**src/rtl/ling_lf_subtractor_pipe_if.sv**
```systemverilog
// Operand/result channel of the pipelined Ling subtractor: valid/ready on both sides.
interface ling_lf_subtractor_pipe_if #(
    parameter int unsigned WIDTH = 14
);
    logic             in_valid;
    logic             in_ready;
    logic [WIDTH-1:0] a;
    logic [WIDTH-1:0] b;
    logic             bin;
    logic             out_valid;
    logic             out_ready;
    logic [WIDTH-1:0] diff;
    logic             bout;
    logic             ovf;

    modport master (
        output in_valid, a, b, bin, out_ready,
        input  in_ready, out_valid, diff, bout, ovf
    );

    modport slave (
        input  in_valid, a, b, bin, out_ready,
        output in_ready, out_valid, diff, bout, ovf
    );
endinterface

```
**src/rtl/ling_lf_subtractor_pipe.sv**
```systemverilog
// Two-stage valid/ready pipelined 14-bit subtractor: diff = a - b - bin, computed as
// a + ~b + ~bin on a Ling Ladner-Fischer prefix tree, with borrow-out and signed overflow.
module ling_lf_subtractor_pipe #(
    parameter int unsigned WIDTH = 14
) (
    input  logic                     clk,
    input  logic                     rst,
    ling_lf_subtractor_pipe_if.slave bus
);
    localparam int unsigned W  = WIDTH;
    localparam int unsigned NP = W + 1;   // prefix positions; position 0 is the carry-in slot
    localparam int unsigned NG = W / 2;   // odd-position pair groups

    logic adv_a_c;
    logic adv_b_c;
    logic va_q;
    logic va_d;
    logic vb_q;
    logic vb_d;

    // Each stage advances when empty or when its downstream advances; bubbles collapse.
    assign adv_b_c      = !vb_q || bus.out_ready;
    assign adv_a_c      = !va_q || adv_b_c;
    assign bus.in_ready = adv_a_c && !rst;
    assign va_d         = adv_a_c ? bus.in_valid : va_q;
    assign vb_d         = adv_b_c ? va_q : vb_q;

    logic [W-1:0]  bb_c;
    logic [NP-1:1] p_c;
    logic [NP-1:0] g_c;
    logic [NG-1:0] hp_d;
    logic [NG-1:0] hp_q;
    logic [NG-1:1] ip_d;
    logic [NG-1:1] ip_q;
    logic [NP-1:1] p_q;
    logic [NP-1:0] g_q;
    logic          sa_q;
    logic          sb_q;

    assign bb_c = ~bus.b;
    assign p_c  = bus.a | bb_c;
    assign g_c  = {bus.a & bb_c, ~bus.bin};

    // First Ling level over odd pairs: H = g[i]|g[i-1], I = p[i-1]&p[i-2].
    always_comb begin
        hp_d = '0;
        ip_d = '0;
        for (int m = 0; m < int'(NG); m++) begin
            hp_d[m] = g_c[2*m+1] | g_c[2*m];
        end
        for (int m = 1; m < int'(NG); m++) begin
            ip_d[m] = p_c[2*m] & p_c[2*m-1];
        end
    end

    logic [NP-1:0] pp_c;
    logic          h3_0;
    logic          h7_4;
    logic          i7_4;
    logic          h11_8;
    logic          i11_8;
    logic          h5_0;
    logic          h7_0;
    logic          h13_8;
    logic          i13_8;
    logic          h9_0;
    logic          h11_0;
    logic          h13_0;
    logic [NG-1:0] hodd_c;
    logic [NP-1:0] h_c;
    logic [NP:1]   c_c;
    logic [W-1:0]  diff_d;
    logic [W-1:0]  diff_q;
    logic          bout_d;
    logic          bout_q;
    logic          ovf_d;
    logic          ovf_q;

    assign pp_c = {p_q, 1'b1};

    // Ladner-Fischer spans of 4, 8 and 16 bits over the registered pair terms.
    assign h3_0   = hp_q[1] | (ip_q[1] & hp_q[0]);
    assign h7_4   = hp_q[3] | (ip_q[3] & hp_q[2]);
    assign i7_4   = ip_q[3] & ip_q[2];
    assign h11_8  = hp_q[5] | (ip_q[5] & hp_q[4]);
    assign i11_8  = ip_q[5] & ip_q[4];
    assign h5_0   = hp_q[2] | (ip_q[2] & h3_0);
    assign h7_0   = h7_4 | (i7_4 & h3_0);
    assign h13_8  = hp_q[6] | (ip_q[6] & h11_8);
    assign i13_8  = ip_q[6] & i11_8;
    assign h9_0   = hp_q[4] | (ip_q[4] & h7_0);
    assign h11_0  = h11_8 | (i11_8 & h7_0);
    assign h13_0  = h13_8 | (i13_8 & h7_0);
    assign hodd_c = {h13_0, h11_0, h9_0, h7_0, h5_0, h3_0, hp_q[0]};

    // Extra grey stage: even positions fold their own g onto the odd prefix below.
    always_comb begin
        h_c    = '0;
        h_c[0] = g_q[0];
        for (int k = 1; k < int'(NP); k++) begin
            if (k % 2 == 1) begin
                h_c[k] = hodd_c[(k-1)/2];
            end else begin
                h_c[k] = g_q[k] | (pp_c[k-1] & hodd_c[(k-2)/2]);
            end
        end
    end

    always_comb begin
        c_c = '0;
        for (int k = 1; k <= int'(NP); k++) begin
            c_c[k] = pp_c[k-1] & h_c[k-1];
        end
    end

    always_comb begin
        diff_d = '0;
        for (int k = 1; k < int'(NP); k++) begin
            diff_d[k-1] = (pp_c[k] & ~g_q[k]) ^ c_c[k];
        end
    end

    assign bout_d = ~c_c[NP];
    assign ovf_d  = (sa_q != sb_q) && (diff_d[W-1] != sa_q);

    always_ff @(posedge clk) begin
        if (rst) begin
            va_q   <= 1'b0;
            vb_q   <= 1'b0;
            hp_q   <= '0;
            ip_q   <= '0;
            p_q    <= '0;
            g_q    <= '0;
            sa_q   <= 1'b0;
            sb_q   <= 1'b0;
            diff_q <= '0;
            bout_q <= 1'b0;
            ovf_q  <= 1'b0;
        end else begin
            va_q <= va_d;
            vb_q <= vb_d;
            if (adv_a_c) begin
                hp_q <= hp_d;
                ip_q <= ip_d;
                p_q  <= p_c;
                g_q  <= g_c;
                sa_q <= bus.a[W-1];
                sb_q <= bus.b[W-1];
            end
            if (adv_b_c) begin
                diff_q <= diff_d;
                bout_q <= bout_d;
                ovf_q  <= ovf_d;
            end
        end
    end

    assign bus.out_valid = vb_q;
    assign bus.diff      = diff_q;
    assign bus.bout      = bout_q;
    assign bus.ovf       = ovf_q;
endmodule

```
**src/flat_wrapper.sv**
```systemverilog
// flat-port wrapper written by rule: the top's interface ports become plain ports
module ling_lf_subtractor_pipe_flat 
#(
    parameter int unsigned WIDTH = 14
)
  (clk, rst, bus_in_valid, bus_a, bus_b, bus_bin, bus_out_ready, bus_in_ready, bus_out_valid, bus_diff, bus_bout, bus_ovf);
  ling_lf_subtractor_pipe_if #(.WIDTH(WIDTH)) bus_i ();
  input  logic clk;
  input  logic rst;
  input wire logic [$bits(bus_i.in_valid)-1:0] bus_in_valid;
  input wire logic [$bits(bus_i.a)-1:0] bus_a;
  input wire logic [$bits(bus_i.b)-1:0] bus_b;
  input wire logic [$bits(bus_i.bin)-1:0] bus_bin;
  input wire logic [$bits(bus_i.out_ready)-1:0] bus_out_ready;
  output wire logic [$bits(bus_i.in_ready)-1:0] bus_in_ready;
  output wire logic [$bits(bus_i.out_valid)-1:0] bus_out_valid;
  output wire logic [$bits(bus_i.diff)-1:0] bus_diff;
  output wire logic [$bits(bus_i.bout)-1:0] bus_bout;
  output wire logic [$bits(bus_i.ovf)-1:0] bus_ovf;
  assign bus_i.in_valid = bus_in_valid;
  assign bus_i.a = bus_a;
  assign bus_i.b = bus_b;
  assign bus_i.bin = bus_bin;
  assign bus_i.out_ready = bus_out_ready;
  assign bus_in_ready = bus_i.in_ready;
  assign bus_out_valid = bus_i.out_valid;
  assign bus_diff = bus_i.diff;
  assign bus_bout = bus_i.bout;
  assign bus_ovf = bus_i.ovf;
  ling_lf_subtractor_pipe #(.WIDTH(WIDTH)) u_core (.clk(clk), .rst(rst), .bus(bus_i));
endmodule
```
**config.mk**
```make
export PLATFORM = sky130hd
export DESIGN_NAME = ling_lf_subtractor_pipe_flat
export DESIGN_NICKNAME = d
export VERILOG_FILES = /design/src/rtl/ling_lf_subtractor_pipe_if.sv /design/src/rtl/ling_lf_subtractor_pipe.sv /design/src/flat_wrapper.sv
export SDC_FILE = /design/constraint.sdc
export NUM_CORES = 1
export LEC_CHECK = 0
export ABC_CLOCK_PERIOD_IN_PS = 2100
export BUFFER_PORTS_ARGS = -buffer_cell sky130_fd_sc_hd__buf_2
export CORE_ASPECT_RATIO = 0.6
export CORE_MARGIN = 5
export CORE_UTILIZATION = 30
export DETAILED_ROUTE_END_ITERATION = 10
export GPL_TIMING_DRIVEN = 0
export PLACE_DENSITY_LB_ADDON = 0.08
export SLEW_MARGIN = 20
export SYNTH_ARGS = -nofsm -noshare
export SYNTH_HDL_FRONTEND = slang
export SYNTH_SLANG_ARGS = --single-unit
```
**constraint.sdc**
```tcl
create_clock -name clk -period 2.1 [get_ports clk]
set_clock_uncertainty 0.1 [all_clocks]
set_input_delay 0.105 -clock clk [delete_from_list [all_inputs] [get_ports clk]]
set_output_delay 0.105 -clock clk [all_outputs]
set_load 0.005 [all_outputs]
```
Word-level counts from Yosys, hierarchy flattened
Index checks and enable logic that the tools add are counted.
- eq/ne operators: 2
- reductions and logical operators: 7
- bitwise logic cells: 102
- operators by type and width (kind ; count):
    bitwise AND 1 bit ; 46
    OR 1 bit ; 23
    NOT 1 bit ; 16
    bitwise AND 14 bit ; 1
    NOT 14 bit ; 1
    OR 14 bit ; 1
    XOR 1 bit ; 14
    zero test 1 bit ; 3
    logical AND 1 bit ; 2
    logical OR 1 bit ; 2
    != test 1 bit ; 2
- word-level logic and storage cells: 122
- bits in registers: 62
- output and inout bits: 18

Longest topological paths before layout
- word-level depth: 10
- depth in mapped cells: 7

Worst setup path after synthesis
OpenSTA, ideal clock, no wires.
- path kind: reg-to-reg
- start: register u_core.ip_q[3] (netlist name)
- end: register u_core.ovf_q, in the netlist u_core.bus.ovf
- arrival time: 1458 ps
- path buffers: 0
- data required time: 1912 ps
- path slack: 454 ps
- setup time: 88 ps
- cell stages (with the launch flop): 6
- clock period less this slack: 1646 ps
- cell sequence: dfxtp_1 -> a21oi_2 -> o22ai_2 -> a311o_1 -> a211o_1 -> a311oi_2
- word-level cells in the longest chain between the ends: 9
- elaborated cells on any way between the ends: 11
- classes of those cells: eq/ne (1); bitwise (9); reduce/logical (1)
- RTL lines (what ; RTL line ; source):
    start: declaration ; ling_lf_subtractor_pipe.sv:34 ; logic [NG-1:1] ip_q;
    start signal: assignment ; ling_lf_subtractor_pipe.sv:144 ; ip_q <= ip_d;
    bitwise AND 1 bit (on tied branches) ; ling_lf_subtractor_pipe.sv:83, ling_lf_subtractor_pipe.sv:84 ;
    OR 1 bit or bitwise AND 1 bit (tied branches) ; ling_lf_subtractor_pipe.sv:83, ling_lf_subtractor_pipe.sv:88 ;
    OR 1 bit * ; ling_lf_subtractor_pipe.sv:88 ; assign h7_0 = h7_4 | (i7_4 & h3_0);
    bitwise AND 1 bit * ; ling_lf_subtractor_pipe.sv:93 ; assign h13_0 = h13_8 | (i13_8 & h7_0);
    OR 1 bit * ; ling_lf_subtractor_pipe.sv:93 ;
    bitwise AND 1 bit * ; ling_lf_subtractor_pipe.sv:112 ; c_c[k] = pp_c[k-1] & h_c[k-1];
    XOR 1 bit * ; ling_lf_subtractor_pipe.sv:119 ; diff_d[k-1] = (pp_c[k] & ~g_q[k]) ^ c_c[k];
    != test 1 bit * ; ling_lf_subtractor_pipe.sv:124 ; assign ovf_d = (sa_q != sb_q) && (diff_d[W-1] != sa_q);
    logical AND 1 bit * ; ling_lf_subtractor_pipe.sv:124 ;
    end signal: assignment ; ling_lf_subtractor_pipe.sv:153 ; ovf_q <= ovf_d;
    end: declaration ; ling_lf_subtractor_pipe.sv:77 ; logic ovf_q;
Every way passes the cells marked *; elsewhere a longest branch is shown, timed or not.
A chain may end at the register's enable or synchronous reset.

Final worst setup path
- start: register u_core.vb_q, in the netlist u_core.bus.out_valid
- end: output port bus_in_ready
- word-level cells in the longest chain between the ends: 4
- RTL lines (what ; RTL line ; source):
    start: declaration ; ling_lf_subtractor_pipe.sv:18 ; logic vb_q;
    start signal: assignment ; ling_lf_subtractor_pipe.sv:141 ; vb_q <= vb_d;
    zero test 1 bit ; ling_lf_subtractor_pipe.sv:22 ; assign adv_b_c = !vb_q || bus.out_ready;
    logical OR 1 bit ; ling_lf_subtractor_pipe.sv:22 ;
    logical OR 1 bit ; ling_lf_subtractor_pipe.sv:23 ; assign adv_a_c = !va_q || adv_b_c;
    logical AND 1 bit ; ling_lf_subtractor_pipe.sv:24 ; assign bus.in_ready = adv_a_c && !rst;
    end: declaration ; flat_wrapper.sv:15 ; output wire logic [$bits(bus_i.in_ready)-1:0] bus_in_ready;
Every way passes these cells.

==> results.sh <==
export IMPL_route_detailed_wl_per_inst_um=16.6
export IMPL_critical_path_reg2reg_startpoint="u_core.bus.out_valid$_SDFFE_PP0P_"
export IMPL_cts_clk_slew_worst_paths_ps=50
export IMPL_n_antenna_cell=0
export IMPL_grt_setup_unrepaired="no"
export IMPL_dp_worst_setup_slack_ps=-141
export IMPL_synth_xor_xnor_area_share=0.0287
export IMPL_netlist_area_leader_share=0.452
export IMPL_grt_antenna_before_repair=0
export IMPL_dieArea_mm2=0.0112
export IMPL_mappedNetlistArea_mm2=0.00274
export IMPL_synth_cell_types=37
export IMPL_root_buffer="clkbuf_16"
export IMPL_layout_cell_share_with_drive_strength_beyond_1=0.177
export IMPL_fillers=977
export IMPL_timing_max_slew_rel_slack=0.442
export IMPL_final_setup_worst_slack_ps=148
export IMPL_power_density_cell_area_mw_per_mm2=853
export IMPL_clock_sinks=62
export IMPL_hold_path_class="in -> reg"
export IMPL_min_delay_worst_endpoint="u_core.hp_q[0]$_SDFFE_PP0N_"
export IMPL_grt_start_max_net_pins=11
export IMPL_totalPowerFinal_w=0.00314
export IMPL_synth_simple_gate_area_frac=0.221
export IMPL_synthToLayoutAreaGrowth_pct=34.0
export IMPL_timing_rr_end="u_core.bus.diff[8]$_SDFFE_PP0P_"
export IMPL_grtUsageTotal=0.168
export IMPL_io_pins=51
export IMPL_worst_r2r_setup_slack_ps=180
export IMPL_synth_fa_ha_area_frac=0
export IMPL_worst_slew_pin_transition_ps=838
export IMPL_port_buffers=49
export IMPL_postSynthRegisterBits=62
export IMPL_place_gp_congestion=0.792
export IMPL_worstHoldStart="bus_a[0]"
export IMPL_hold_violation_count_in_the_final_report=0
export IMPL_synth_instances=341
export IMPL_drt_pass1_iterations=4
export IMPL_crit_type="reg -> out"
export IMPL_cts_buffers=9
export IMPL_crit_required_ps=1890
export IMPL_nets=459
export IMPL_max_slew_violation_count=0
export IMPL_synth_compound_area_frac=0.246
export IMPL_async_flop_share=0
export IMPL_synth_area_per_cell_um2=8.05
export IMPL_worst_setup_path_end_kind="output pin"
export IMPL_floorplan_initialDensity=0.303
export IMPL_critPathMaxFanout=10
export IMPL_period_minus_slack_ps=1950
export IMPL_vdd_drop_max_mv=0.408
export IMPL_seq_area_frac_synth=0.452
export IMPL_edff_count_synth=0
export IMPL_p_leak_nw=1.55
export IMPL_rows=27
export IMPL_antenna_violating_nets_post_route=0
export IMPL_totalNegativeSetupSlack_ps=0
export IMPL_cap_violations=0
export IMPL_dominantRegCellSynth="dfxtp_1"
export IMPL_clk_insertion_delay_late_ps=330
export IMPL_max_freq_ghz=0.512
export IMPL_routed_via_count=2677
export IMPL_h_tree_depth=3
export IMPL_post_route_period_util=0.929
export IMPL_yosys_warnings=0
export IMPL_core_area_mm2=0.00905
export IMPL_ys_top_cells_by_area="dfxtp_1 45%, a21oi_1 7.3%, nand2_1 6.0%"
export IMPL_drc=0
export IMPL_grt_remaining_overflow=0
export IMPL_synthMuxAreaShare=0.00365
export IMPL_synth_area_leader_cell="dfxtp_1"
export IMPL_route_final_wire_length_um=9070
export IMPL_clock_path_buffers=2
export IMPL_timing_hold_worst_path_depth=3
export IMPL_grt_pass1_wl_um=14200
export IMPL_postSynthNetCount=374
export IMPL_synth_top_family_by_area="compound AO/OA/AOI/OAI gates"
export IMPL_detailed_placer_s_ending_hpwl_um=6520
export IMPL_drt_vias_per_instance=4.90
export IMPL_starting_drc_count_in_detailed_routing=164
export IMPL_tritoncts_clock_tree="built"
export IMPL_fp_dieH_um=84.1
export IMPL_cp_start_kind="register"
export IMPL_timing_final_setup_violations=0
export IMPL_number_of_global_route_vias_before_repair=2528
export IMPL_result_of_the_run="completed"
export IMPL_worstPathArrival_ps=1750
export IMPL_reg2reg_depth=5
export IMPL_die_x_um=133
-- worst max-delay path: stages, from the launching register on --
cell and delay [ps]:
dfxtp_1 340, nand2b_1 60, clkbuf_1 220, nor2_4 310, clkbuf_4 290, nor2_1 50
buf_2 140
-- stage by stage --
step	utilization	hold WS, ps	std cells	instance area, µm²
final	0.406	8.29	546	3680
after CTS	0.402	1.47	542	3640
after global placement	0.346	214	506	3130
after floorplan	-	101	341	2740
after global routing	0.406	6.54	546	3680
after detailed placement	0.346	218	506	3130
-- Yosys cell counts (all sizes together) (2+ instances only) --
cell type	n
nand3	17
nor3	7
dfxtp	62
and2	3
inv	16
o21bai	3
a221oi	6
nand2b	12
a21o	5
o221ai	7
clkbuf	17
xnor2	9
buf	2
a211oi	11
a311oi	5
a21oi	42
o21ai	16
nor2	34
nor2b	5
nand2	44
o21a	2
nor3b	4
-- layout make-up --
class,count,area [µm²],area share
Multi-Input combinational cell,244,1380,0.375
Sequential cell,62,1240,0.338
Timing Repair Buffer,74,485,0.132
Clock buffer,15,288,0.0783
Tap cell,116,145,0.0395
Buffer,19,77.6,0.0211
Inverter,16,60.1,0.0163
-- where the power goes --
group | internal, W | switching, W | total (W)
logic | 0.000179 | 0.000198 | 0.000377
registers | 0.00126 | 0.0000632 | 0.00133
clock network | 0.000921 | 0.000512 | 0.00143
total | 0.00236 | 0.000773 | 0.00314
-- worst max path at each step --
| stage | slack, ps | end | cells after the start | from |
|---|---|---|---|---|
| final | 150 | bus_in_ready | 6 | u_core.bus.out_valid$_SDFFE_PP0P_ |
| after global placement | -130 | u_core.g_q[8]$_SDFFE_PP0N_ | 6 | u_core.bus.out_valid$_SDFFE_PP0P_ |
| after CTS | 60 | bus_in_ready | 6 | u_core.bus.out_valid$_SDFFE_PP0P_ |
| after detailed placement | -140 | u_core.p_q[1]$_SDFFE_PP0N_ | 6 | u_core.bus.out_valid$_SDFFE_PP0P_ |
| after floorplan | 450 | u_core.bus.ovf$_SDFFE_PP0P_ | 5 | u_core.ip_q[3]$_SDFFE_PP0N_ |
| after global routing | 20 | bus_in_ready | 6 | u_core.bus.out_valid$_SDFFE_PP0P_ |
-- sequential cells by signal, indices dropped and copies added (netlist names) --
register,flops
u_core.g_q,15
u_core.bus.diff,14
u_core.p_q,14
u_core.hp_q,7
u_core.ip_q,6
u_core.bus.bout,1
u_core.bus.out_valid,1
u_core.bus.ovf,1
u_core.sa_q,1
u_core.sb_q,1
u_core.va_q,1
-- routing by layer --
layer  vias up  global-route usage  wire [µm]
li1       1365                   -          -
met1      1228               0.251       4930
met2        70               0.218       3380
met3        14              0.0639        616
met4         0              0.0458        134
met5         -                   0          0
-- placed cells by master (no fill, tap or decap), types with 2 or more instances in the layout --
| cell | count |
|---|---|
| a21o_1 | 4 |
| o221ai_1 | 7 |
| inv_1 | 16 |
| nor2_1 | 33 |
| clkbuf_8 | 4 |
| clkbuf_1 | 18 |
| nor3_1 | 7 |
| o21a_1 | 2 |
| a21oi_2 | 2 |
| nand2b_1 | 12 |
| and2_1 | 3 |
| o21bai_1 | 3 |
| nor3b_1 | 4 |
| nor2b_1 | 4 |
| o21ai_0 | 16 |
| clkbuf_16 | 9 |
| nand2_1 | 44 |
| a311oi_1 | 4 |
| a221oi_1 | 6 |
| xnor2_1 | 9 |
| buf_4 | 4 |
| a211oi_1 | 11 |
| a21oi_1 | 40 |
| dlygate4sd3_1 | 21 |
| nand3_1 | 17 |
| dfxtp_1 | 62 |
| buf_2 | 50 |
-- repair_timing --
action,in CTS,in global routing
endpoints found under the setup margin,23,13
pin swaps,0,1
setup buffers,0,4
resized for setup,3,2
hold buffers,21,0
hold endpoints to repair,19,0
-- cell families after synthesis --
logic type | after synthesis
AOI/OAI and AO/OA | 103
xor gates and xnor gates | 9
buffers and inverters | 35
muxes | 1
DFF | 62
and+or+nand+nor | 131
No activity file was read; power rests on OpenSTA's default activity.
